--- src/rtl/prog_loader_pkg.sv ---
// Shared definitions for the program loader: state encoding and Mem port widths.
package prog_loader_pkg;

  localparam int ADDR_W = 8;
  localparam int DATA_W = 32;
  localparam int STATE_W = 3;
  localparam logic [7:0] HEADER_DEFAULT = 8'hA5;

  typedef enum logic [STATE_W-1:0] {
    S_IDLE  = 3'd0,
    S_LEN   = 3'd1,
    S_DATA  = 3'd2,
    S_WRITE = 3'd3,
    S_CHECK = 3'd4,
    S_DONE  = 3'd5,
    S_ERR   = 3'd6
  } state_t;

  function automatic logic in_frame(input state_t s);
    return (s == S_LEN) || (s == S_DATA) || (s == S_WRITE) ||
           (s == S_CHECK) || (s == S_DONE);
  endfunction

endpackage

--- src/rtl/prog_loader_timeout.sv ---
// Saturating idle timer: reloads on clear, counts down while enabled, flags at zero.
module loader_timeout #(
  parameter int W = 24,
  parameter logic [W-1:0] LIMIT = W'(5_000_000)
) (
  input  logic clk,
  input  logic rst,
  input  logic clear,
  input  logic enable,
  output logic expired
);

  logic [W-1:0] cnt;

  always_ff @(posedge clk or negedge rst) begin
    if (!rst) begin
      cnt <= LIMIT;
    end else if (clear) begin
      cnt <= LIMIT;
    end else if (enable && (cnt != '0)) begin
      cnt <= cnt - 1'b1;
    end
  end

  assign expired = (cnt == '0);

endmodule

--- src/rtl/prog_loader.sv ---
// Framed byte-stream loader that assembles little-endian words into Mem and starts the core.
//   state   | meaning
//   IDLE    | waiting for header, other bytes dropped
//   LEN     | next byte is word count (0 = 256)
//   DATA    | collecting payload bytes into the word assembler
//   WRITE   | one-cycle Mem write strobe, input stalled
//   CHECK   | next byte is the XOR checksum
//   DONE    | one-cycle start pulse to the core
//   ERR     | bad frame, sticky error until a new header
module prog_loader
  import prog_loader_pkg::*;
#(
  parameter logic [ADDR_W-1:0] BASE_ADDR = 8'd0,
  parameter logic [23:0]       TIMEOUT   = 24'd5_000_000,
  parameter logic [7:0]        HEADER    = HEADER_DEFAULT
) (
  input  logic              clk,
  input  logic              rst,
  input  logic [7:0]        rx_data,
  input  logic              rx_valid,
  output logic              rx_ready,
  output logic [ADDR_W-1:0] mem_address,
  output logic [DATA_W-1:0] mem_data,
  output logic              mem_wren,
  output logic              loading,
  output logic              start,
  output logic              error,
  output logic [8:0]        words_loaded
);

  state_t      state, state_nxt;
  logic        accept;
  logic        cnt_en;
  logic        tmo_expired;
  logic [8:0]  remaining;
  logic [1:0]  byte_idx;
  logic [7:0]  chk;
  logic [23:0] word_asm;

  assign accept = rx_valid && rx_ready;
  assign start  = (state == S_DONE);

  loader_timeout #(
    .W     (24),
    .LIMIT (TIMEOUT)
  ) u_timeout (
    .clk     (clk),
    .rst     (rst),
    .clear   (accept),
    .enable  (cnt_en),
    .expired (tmo_expired)
  );

  always_comb begin
    state_nxt = state;
    rx_ready  = 1'b0;
    cnt_en    = 1'b0;
    unique case (state)
      S_IDLE, S_ERR: begin
        rx_ready = 1'b1;
        if (rx_valid && (rx_data == HEADER)) state_nxt = S_LEN;
      end
      S_LEN: begin
        rx_ready = 1'b1;
        cnt_en   = 1'b1;
        if (rx_valid)         state_nxt = S_DATA;
        else if (tmo_expired) state_nxt = S_ERR;
      end
      S_DATA: begin
        rx_ready = 1'b1;
        cnt_en   = 1'b1;
        if (rx_valid) begin
          if (byte_idx == 2'd3) state_nxt = S_WRITE;
        end else if (tmo_expired) begin
          state_nxt = S_ERR;
        end
      end
      S_WRITE: begin
        state_nxt = (remaining == 9'd1) ? S_CHECK : S_DATA;
      end
      S_CHECK: begin
        rx_ready = 1'b1;
        cnt_en   = 1'b1;
        if (rx_valid)         state_nxt = (rx_data == chk) ? S_DONE : S_ERR;
        else if (tmo_expired) state_nxt = S_ERR;
      end
      S_DONE: begin
        state_nxt = S_IDLE;
      end
      default: begin
        state_nxt = S_IDLE;
      end
    endcase
  end

  always_ff @(posedge clk or negedge rst) begin
    if (!rst) begin
      state        <= S_IDLE;
      mem_address  <= BASE_ADDR;
      mem_data     <= '0;
      mem_wren     <= 1'b0;
      loading      <= 1'b0;
      error        <= 1'b0;
      words_loaded <= '0;
      remaining    <= '0;
      byte_idx     <= '0;
      chk          <= '0;
      word_asm     <= '0;
    end else begin
      state    <= state_nxt;
      mem_wren <= (state_nxt == S_WRITE);
      // Held one extra cycle past DONE so the core's port mux releases after start.
      loading  <= in_frame(state_nxt) || (state == S_DONE);
      if (state_nxt == S_ERR) error <= 1'b1;

      unique case (state)
        S_LEN: begin
          if (accept) begin
            remaining    <= (rx_data == 8'd0) ? 9'd256 : {1'b0, rx_data};
            chk          <= '0;
            byte_idx     <= '0;
            words_loaded <= '0;
            mem_address  <= BASE_ADDR;
            error        <= 1'b0;
          end
        end
        S_DATA: begin
          if (accept) begin
            chk      <= chk ^ rx_data;
            byte_idx <= byte_idx + 2'd1;
            unique case (byte_idx)
              2'd0: word_asm[7:0]   <= rx_data;
              2'd1: word_asm[15:8]  <= rx_data;
              2'd2: word_asm[23:16] <= rx_data;
              default: mem_data     <= {rx_data, word_asm};
            endcase
          end
        end
        S_WRITE: begin
          mem_address  <= mem_address + 1'b1;
          words_loaded <= words_loaded + 9'd1;
          remaining    <= remaining - 9'd1;
        end
        default: ;
      endcase
    end
  end

endmodule

--- config.mk ---
export PLATFORM = sky130hd
export DESIGN_NAME = prog_loader
export DESIGN_NICKNAME = d
export VERILOG_FILES = /design/src/rtl/prog_loader_pkg.sv /design/src/rtl/prog_loader_timeout.sv /design/src/rtl/prog_loader.sv
export SDC_FILE = /design/constraint.sdc
export NUM_CORES = 1
export LEC_CHECK = 0
export BUFFER_PORTS_ARGS = -buffer_cell sky130_fd_sc_hd__buf_4
export CAP_MARGIN = 20
export CORE_MARGIN = 5
export CORE_UTILIZATION = 30
export DETAILED_ROUTE_END_ITERATION = 6
export PLACE_DENSITY = 0.54
export SETUP_SLACK_MARGIN = 0.1
export SLEW_MARGIN = 30
export SYNTH_ARGS = -nofsm -noshare
export SYNTH_HDL_FRONTEND = slang
export SYNTH_HIERARCHICAL = 1
export SYNTH_SLANG_ARGS = --single-unit
--- constraint.sdc ---
create_clock -name clk -period 3.89 [get_ports clk]
set_input_delay 1.167 -clock clk [delete_from_list [all_inputs] [get_ports clk]]
set_output_delay 1.167 -clock clk [all_outputs]
set_load 0.03 [all_outputs]
# After elaboration in Yosys (flattened, before gate mapping)

Cells that the tools add are included.

Input bits: 11
Bits in registers: 122
Output and inout port bits: 54

Bitwise gates (word level): 2
Eq/ne operators: 20
Add/subtract/negate cells: 5
Mux-type cells: 28
Reduce and logical (&&, ||, !) cells: 26

Operators by type and width:

| operator              | count |
|---|---|
| $mux 24               | 2 |
| $pmux 9 s2            | 2 |
| $pmux 8 s2            | 2 |
| $mux 9                | 3 |
| $logic_not 24->1      | 1 |
| $reduce_bool 24->1    | 1 |
| $sub 24x1->24 const B | 1 |
| $mux 3                | 7 |
| $eq 3x3->1 const B    | 6 |
| $mux 8                | 2 |
| $pmux 3 s5            | 1 |
| $reduce_and 3->1      | 5 |
| $eq 3x2->1 const B    | 4 |
| $add 9x1->9 const B   | 1 |
| $eq 9x1->1 const B    | 1 |
| $sub 9x1->9 const B   | 1 |
| $add 8x1->8 const B   | 1 |
| $eq 8x8->1            | 1 |
| $eq 8x8->1 const B    | 1 |
| $logic_not 8->1       | 1 |
| $xor 8x8->8           | 1 |
| $eq 3x1->1 const B    | 2 |
| $mux 2                | 3 |
| $reduce_bool 2->1     | 3 |
| other kinds (15)      | 28 |

# Longest topological paths before layout

Gate-level depths: netlist (run 1).

Word-level depth: 10
Depth in mapped cells: 9
Mapped depth without buffers: 9

# Modules after synthesis

The synthesis (run 1) kept the hierarchy.

Modules (own cells, without submodules):

| module         | area each (µm²) | cells an instance | times used | sequential area each (µm²) |
|---|---|---|---|---|
| prog_loader    | 4630.7          | 387               | 1          | 2452.4 |
| loader_timeout | 1387.6          | 133               | 1          | 610.6 |

# Least setup slack after synthesis (run 1)

No wires, ideal clock.

Path type: flip-flop to flip-flop
Start: register u_timeout.cnt[12]
End: register loading
Library setup time: 0.134 ns
Period minus slack after synthesis: 2.727 ns
Setup slack: 1.163 ns
Cell stages (with the launch flop): 10
Data arrival time: 2.593 ns
Cell sequence: dfrtp_1 > nor4_1 > nand3_1 > or3_1 > nor4_1 > nor4b_1 > o21ai_0 > o21a_1 > nor4b_1 > mux2i_1

Word-level cells in the longest chain between the ends: 10
Elaborated cells between the ends (all ways): 16
Those cells by class: eq/ne (5); mux (5); reduce/logical (6)

Ends and longest elaborated chain:

| what                                     | RTL line                                                | source |
|---|---|---|
| start, declared                          | prog_loader_timeout.sv:13                               | `logic [W-1:0] cnt;` |
| start signal, assigned                   | prog_loader_timeout.sv:21                               | `cnt <= cnt - 1'b1;` |
| $logic_not 24->1 *                       | prog_loader_timeout.sv:25                               | `assign expired = (cnt == '0);` |
| net tmo_expired                          | prog_loader.sv:34                                       | `logic tmo_expired;` |
| $mux 3 *                                 | prog_loader.sv:67, prog_loader.sv:74, prog_loader.sv:85 |  |
| $mux 3, on equally long branches         | prog_loader.sv:84, prog_loader.sv:66, prog_loader.sv:72 |  |
| $pmux 3 s5 *                             | prog_loader.sv:58                                       | `unique case (state)` |
| $eq 3x1->1 or $eq 3x2->1 (tied branches) | prog_loader_pkg.sv:20                                   | `return (s == S_LEN) \|\| (s == S_DATA) \|\| (s == S_WRITE) \|\|` |
| $logic_or 1x1->1 (3 in a row)            | prog_loader_pkg.sv:20                                   |  |
| $logic_or 1x1->1 *                       | prog_loader_pkg.sv:21                                   | `(s == S_CHECK) \|\| (s == S_DONE);` |
| $logic_or 1x1->1 *                       | prog_loader.sv:113                                      | `loading <= in_frame(state_nxt) \|\| (state == S_DONE);` |
| end signal, assigned                     | prog_loader.sv:113                                      |  |
| end, declared                            | prog_loader.sv:25                                       | `output logic loading,` |

Mark *: on every way through the listed nets, which the timed path passes. The rest lies on a longest branch.
A chain may end at the register's enable or synchronous reset.

# Final worst setup path (run 1)

Same ends and word-level chain as after synthesis.

==> results of run 1 <==
[kinds of logic (layout without fill, tap and decap cells)]
family,Yosys count,count (layout),synth area share [%]
AND/OR/NAND/NOR,169,169,16.4
flip-flops,122,122,50.9
AO/OA/AOI/OAI,99,99,11.0
multiplexers,60,60,13.0
buffers and inverters,38,112,3.49
XOR/XNOR,22,22,3.20
adder cells (fa/ha/maj),10,10,2.08
[power groups by stage]
stage	clock network (mW)	logic, mW	registers (mW)
global placement	0	1.59	2.01
CTS	1.57	1.64	2.01
detailed placement	0	1.63	2.02
floorplan	0	0.882	2.24
finish	1.53	1.61	2.01
global route	1.62	1.77	2.07
[final cells by class]
type	count	area [sq um]	share of cell area [%]
inverters	12	45.0	0.617
multi-input cells	360	2750	37.6
clock inverters	11	123	1.68
repair buffers	69	531	7.27
clock buffers	20	457	6.26
flip-flops and latches	122	3060	42.0
well taps	265	332	4.55
[cell usage in the layout, fill, tap and decap left out, types with 4 or more instances in the layout]
| cell type | Yosys | layout |
|---|---|---|
| a211oi_1 | 5 | 5 |
| a21oi_1 | 11 | 11 |
| a31oi_1 | 7 | 7 |
| buf_4 | 4 | 68 |
| clkbuf_16 | 0 | 17 |
| clkinv_2 | 0 | 4 |
| clkinv_4 | 0 | 4 |
| dfrtp_1 | 114 | 114 |
| dfstp_2 | 8 | 8 |
| ha_1 | 10 | 10 |
| inv_1 | 12 | 12 |
| mux2_2 | 27 | 27 |
| mux2_4 | 29 | 29 |
| mux2i_1 | 4 | 4 |
| nand2_1 | 33 | 33 |
| nand3_1 | 17 | 17 |
| nand4_1 | 8 | 8 |
| nor2_1 | 32 | 32 |
| nor3_1 | 9 | 9 |
| nor4_1 | 11 | 11 |
| nor4b_1 | 5 | 5 |
| o211ai_1 | 5 | 5 |
| o21ai_0 | 39 | 39 |
| o21ai_1 | 6 | 6 |
| o31ai_1 | 5 | 5 |
| or3_1 | 10 | 10 |
| or4_1 | 7 | 7 |
| xnor2_1 | 14 | 14 |
| xor2_1 | 8 | 8 |
[layer usage]
| layer | share of wire (%) | vias to the layer above | GRT usage, % |
|---|---|---|---|
| met3 | 4.2 | 22 | 3.48 |
| met5 | 0 | - | 0 |
| met4 | 2.0 | 0 | 4.31 |
| met2 | 47 | 79 | 20.0 |
| met1 | 47 | 2114 | 16.4 |
| li1 | - | 2034 | - |
[final timing paths]
check / start / end / slack [ns] / depth (start not counted)
worst max register to register: u_timeout/cnt[12] / loading / 0.87 / 10
min in group asynchronous: rst / mem_data[25] / 0.59 / 1
worst max-delay path: u_timeout/cnt[12] / loading / 0.87 / 10
max in group asynchronous: rst / u_timeout/cnt[0] / 2.45 / 2
worst min-delay path: words_loaded[8] / words_loaded[8] / 0.48 / 1
worst min register to register: words_loaded[8] / words_loaded[8] / 0.48 / 1
[flip-flops by register name (all words and copies together), names as in the netlist]
name,cells
words_loaded,9
error,1
state,3
chk,8
remaining,9
mem_wren,1
mem_address,8
loading,1
mem_data,32
byte_idx,2
u_timeout/cnt,24
word_asm,24
[stage by stage]
| step | total power, mW | instance area (sq um) | instances |
|---|---|---|---|
| 2_1_floorplan | 3.12 | 6020 | 520 |
| 3_3_place_gp | 3.60 | 6720 | 828 |
| 3_5_place_dp | 3.65 | 6720 | 828 |
| 4_1_cts | 5.21 | 7290 | 859 |
| 5_1_grt | 5.45 | 7290 | 859 |
| 6_report | 5.15 | 7290 | 859 |
[worst max-delay path, stage by stage, from the launching register on]
cell	delay (ns)
dfrtp_1	0.44
nor4_1	0.30
buf_4	0.18
nand3_1	0.09
or3_1	0.40
nor4_1	0.65
nor4b_1	0.10
o21ai_0	0.25
o21a_1	0.15
nor4b_1	0.22
mux2i_1	0.11
==> impl_metrics.toml, run 1 <==
[floorplanning]
boundaryPins = 65
start_util_pct = 30.7
rows = 51
die_area_sq_um = 23000
fp.dieW_um = 152
die_y_um = 152
core_sq_um = 19600

[power]
switchingPower_mw = 1.77
p_seq_share_pct = 38.9
max-vdd-ir-drop_mv = 0.368
switching_share_pct = 34.3
p_leak_nw = 3.25
p_clk_share_pct = 29.8
p_int_mw = 3.38
power_density_nw_per_um2 = 707
comb_power_share_pct = 31.3

[worst_setup_path]
crit_path_max_fanout = 7
arrival_ns = 3.31
path_class = "reg2reg"
crit_required_ns = 4.17
endpoint_kind = "register"
start_kind = "register"

[global_routing]
antenna_found_initial = 0
grt_max_degree = 66
grt_pass1_vias = 4410
track_usage_pct = 12.5
grt_pass1_wl_mm = 22.9
grt-ovfl-total = 0

[yosys]
ys_types = 63
yosys_warnings = 6
synth-async-reset-ratio_pct = 100
syn_area_sq_um = 6020
yosysTopAreaCell = "dfrtp_1"
ys_top_cells_by_area = "dfrtp_1, mux2_4, mux2_2, dfstp_2, o21ai_0"
synth_edf_count = 0
yosys-top-cells-count = "dfrtp_1, o21ai_0, nand2_1, nor2_1, mux2_4"
ys_ff_latch = 122
ys.flop_type = "dfrtp_1"
ys_seq_area_share_pct = 50.9
syn-num-nets = 541
yosysMostFrequentCell = "dfrtp_1"
synth.avg_cell_area_sq_um = 11.6
synth_cells = 520
synth_top_area_share_pct = 47.4

[clock_tree]
post_cts_resized = 0
clockBufferDepth = 2
cts_inserted_buffers = 17
cts_hold_buf = 0
cts_tree = "built"
post_cts_buffers = 0
htreeDepth = 4
clk_pin_slew_ns = 0.06
clkSinkCount = 122
root_buffer = "clkbuf_16"
clk-insertion-delay-late_ns = 0.41

[route]
ant_nets = 0
via_count = 4249
routedWlPerCell_um = 15.8
drt_iter0_markers = 256
via_per_inst = 4.95
drcViolationCount = 0
finalWirelength_mm = 13.5
firstDrtPassIters = 4

[timing]
finalSetupTns_ns = 0
rsz0062_at_grt = "no"
whs_ns = 0.480
finalHoldViolCount = 0
fin_skew_ns = 0.00869
timing.final.ws_setup_ns = 0.867
post-route-min-period_ns = 3.02
tightest_slew_ns = 0.898
finalSetupViolCount = 0
finalMaxSlewViolations = 0
slew_headroom_pct = 40.2
fmax_mhz = 331
finalCritPeriodShare_pct = 77.7

[finish]
antennaDiodeCount = 0
n_fill_cell = 1926
final_util_pct = 37.2
area_growth_pct = 21.2
fin_nets = 603
drive_above_1_share_pct = 31.0

[placement]
place_ws_ns = 0.937
gp_congestion = 0.788
dpl.hpwl_mm = 9.06
port-buffer-count = 64

[run]
maxCapViolCount = 0

[hold_path]
hold_class = "reg2reg"

[status]
outcome = "finished, final reports clean"
Note: power is estimated with default switching activity, not from simulation.
==> run 2: changes to the inputs <==
- clock period: 3.89 -> 2.8 ns (I/O delays scaled with it)
==> run 2 against run 1 <==
Compared with the run above: die area stayed put; sequential power up 38%; cell count up 1.5%; via count grew 0.96%; utilization up 0.72 points; sequential share of layout area is 0.78 points lower; register-to-register slack worse by 0.58 ns; largest power group unchanged; non-clock buffer count rose by 12; clock power increased by 44%.
==> impl_metrics.toml, run 2 (synthesis gave the netlist of run 1 again) <==
[worst_setup_path]
crit_family = "simple AND/OR/NAND/NOR gates"
crit_required_ns = 3.13
rr_worst_depth = 7
path_buf_inv = 1
path_class = "reg2reg"
crit_path_max_fanout = 9
reg2reg_setup_slack_ns = 0.29
crit_chain = "inv_1, ha_1, or4b_4, or4_4, o2111ai_4, nor3_2, or3b_1"
arrival_ns = 2.85
start_kind = "register"
endpoint_kind = "register"
slowest_delay_ns = 0.53
r2r-start = "u_timeout/cnt[0]"
slowest_stage = "or4_4"
r2r-end = "u_timeout/cnt[11]"

[route]
firstDrtPassIters = 4
drt_iter0_markers = 253
ant_nets = 0
routedWlPerCell_um = 15.7
via_per_inst = 4.92
drcViolationCount = 0
finalWirelength_mm = 13.7
via_count = 4290

[clock_tree]
clockBufferDepth = 2
htreeDepth = 4
root_buffer = "clkbuf_16"
cts_tree = "built"
post_cts_buffers = 0
clk-insertion-delay-late_ns = 0.42
cts_hold_buf = 0
cts_inserted_buffers = 17
clkSinkCount = 122
clk_pin_slew_ns = 0.06

[timing]
finalCritPeriodShare_pct = 89.8
post-route-min-period_ns = 2.51
finalSetupViolCount = 0
fin_skew_ns = 0.0143
rsz0062_at_grt = "no"
finalHoldViolCount = 0
finalMaxSlewViolations = 0
whs_ns = 0.377
fmax_mhz = 398
finalSetupTns_ns = 0
tightest_slew_ns = 0.662
slew_headroom_pct = 55.8

[finish]
largest-register = "mem_data"
drive_above_1_share_pct = 32.6
reg.largest.list = "mem_data x32, u_timeout/cnt x24, word_asm x24"
final_common_cell = "dfrtp_1"
fin_nets = 615
largest_reg_flops = 32
antennaDiodeCount = 0
area_growth_pct = 23.6
fin_cells = 872
final_cell_mix = "dfrtp_1, buf_4, o21ai_0"
final_cell_area_sq_um = 7440

[global_routing]
track_usage_pct = 12.7
grt-ovfl-total = 0
grt_pass1_wl_mm = 22.7
antenna_found_initial = 0
grt_pass1_vias = 4383
grt_max_degree = 55

[power]
p_leak_nw = 3.32
switchingPower_mw = 2.48
power_mw = 7.28
comb_power_share_pct = 31.5
p_clk_share_pct = 30.4
max-vdd-ir-drop_mv = 0.403
p_int_mw = 4.80
p_seq_share_pct = 38.1
power_density_nw_per_um2 = 979
switching_share_pct = 34.0

[status]
outcome = "finished, final reports clean"

[placement]
dpl.hpwl_mm = 9.46
dp_cells = 840
gp_congestion = 0.810
port-buffer-count = 64
placed_area_sq_um = 6810

[floorplanning]
die_y_um = 152
die_area_sq_um = 23000
fp.dieW_um = 152
core_sq_um = 19600
rows = 51
start_util_pct = 30.7
boundaryPins = 65

[run]
maxCapViolCount = 0

[hold_path]
hold_class = "in2async"
run 2: cell types whose count changed in the layout (fill, tap and decap cells not counted), moves of 2 or more:
cell | previous run | this run
clkbuf_1 | 1 | 4
inv_6 | 0 | 2
clkinv_2 | 4 | 2
nor4_4 | 2 | 4
buf_4 | 68 | 80
clkinv_4 | 4 | 1
nor4_1 | 11 | 9
run 2: power by group through the flow:
stage	Combinational [mW]	Sequential, mW	Clock, mW
5_1_grt	2.49	2.85	2.36
4_1_cts	2.32	2.78	2.28
2_1_floorplan	1.23	3.11	0
3_3_place_gp	2.26	2.78	0
6_report	2.29	2.78	2.21
3_5_place_dp	2.31	2.81	0
run 2: layout make-up:
type / count / area, sq um
fill: 1894 / 12200
sequential: 122 / 3060
clock buffer: 22 / 454
timing repair buffer: 81 / 621
multi-input combinational: 360 / 2780
clock inverter: 10 / 141
tap: 265 / 332
inverter: 12 / 45.0
run 2: how the worst max path moves through the flow:
stage / start / cells after the start / end
after floorplan: state[2] / 8 / u_timeout/cnt[14]
after global placement: u_timeout/cnt[12] / 9 / loading
after detailed placement: u_timeout/cnt[12] / 9 / loading
after CTS: u_timeout/cnt[0] / 7 / u_timeout/cnt[11]
after global routing: u_timeout/cnt[12] / 10 / error
final: u_timeout/cnt[0] / 7 / u_timeout/cnt[11]
run 2: layer usage:
| layer | vias up | GRT usage (%) | share of wire [%] | wire length [um] |
|---|---|---|---|---|
| li1 | 2059 | - | - | - |
| met1 | 2142 | 16.2 | 45 | 6190 |
| met2 | 77 | 20.3 | 49 | 6700 |
| met3 | 12 | 3.27 | 4.4 | 599 |
| met4 | 0 | 5.62 | 1.5 | 211 |
| met5 | - | 0 | 0 | 0 |
run 2: through the flow:
stage                     utilization [%]  worst slack (ns)
after global placement               34.8             0.167
final                                38.0             0.286
after global routing                 38.0            0.0916
after detailed placement             34.8             0.118
after floorplan                         -             0.131
after CTS                            37.8             0.144
run 2: what timing repair did:
item | 4_1_cts | 5_1_grt
endpoints found under the setup margin | 2 | 5
gates cloned | 0 | 0
gates resized for setup | 1 | 5
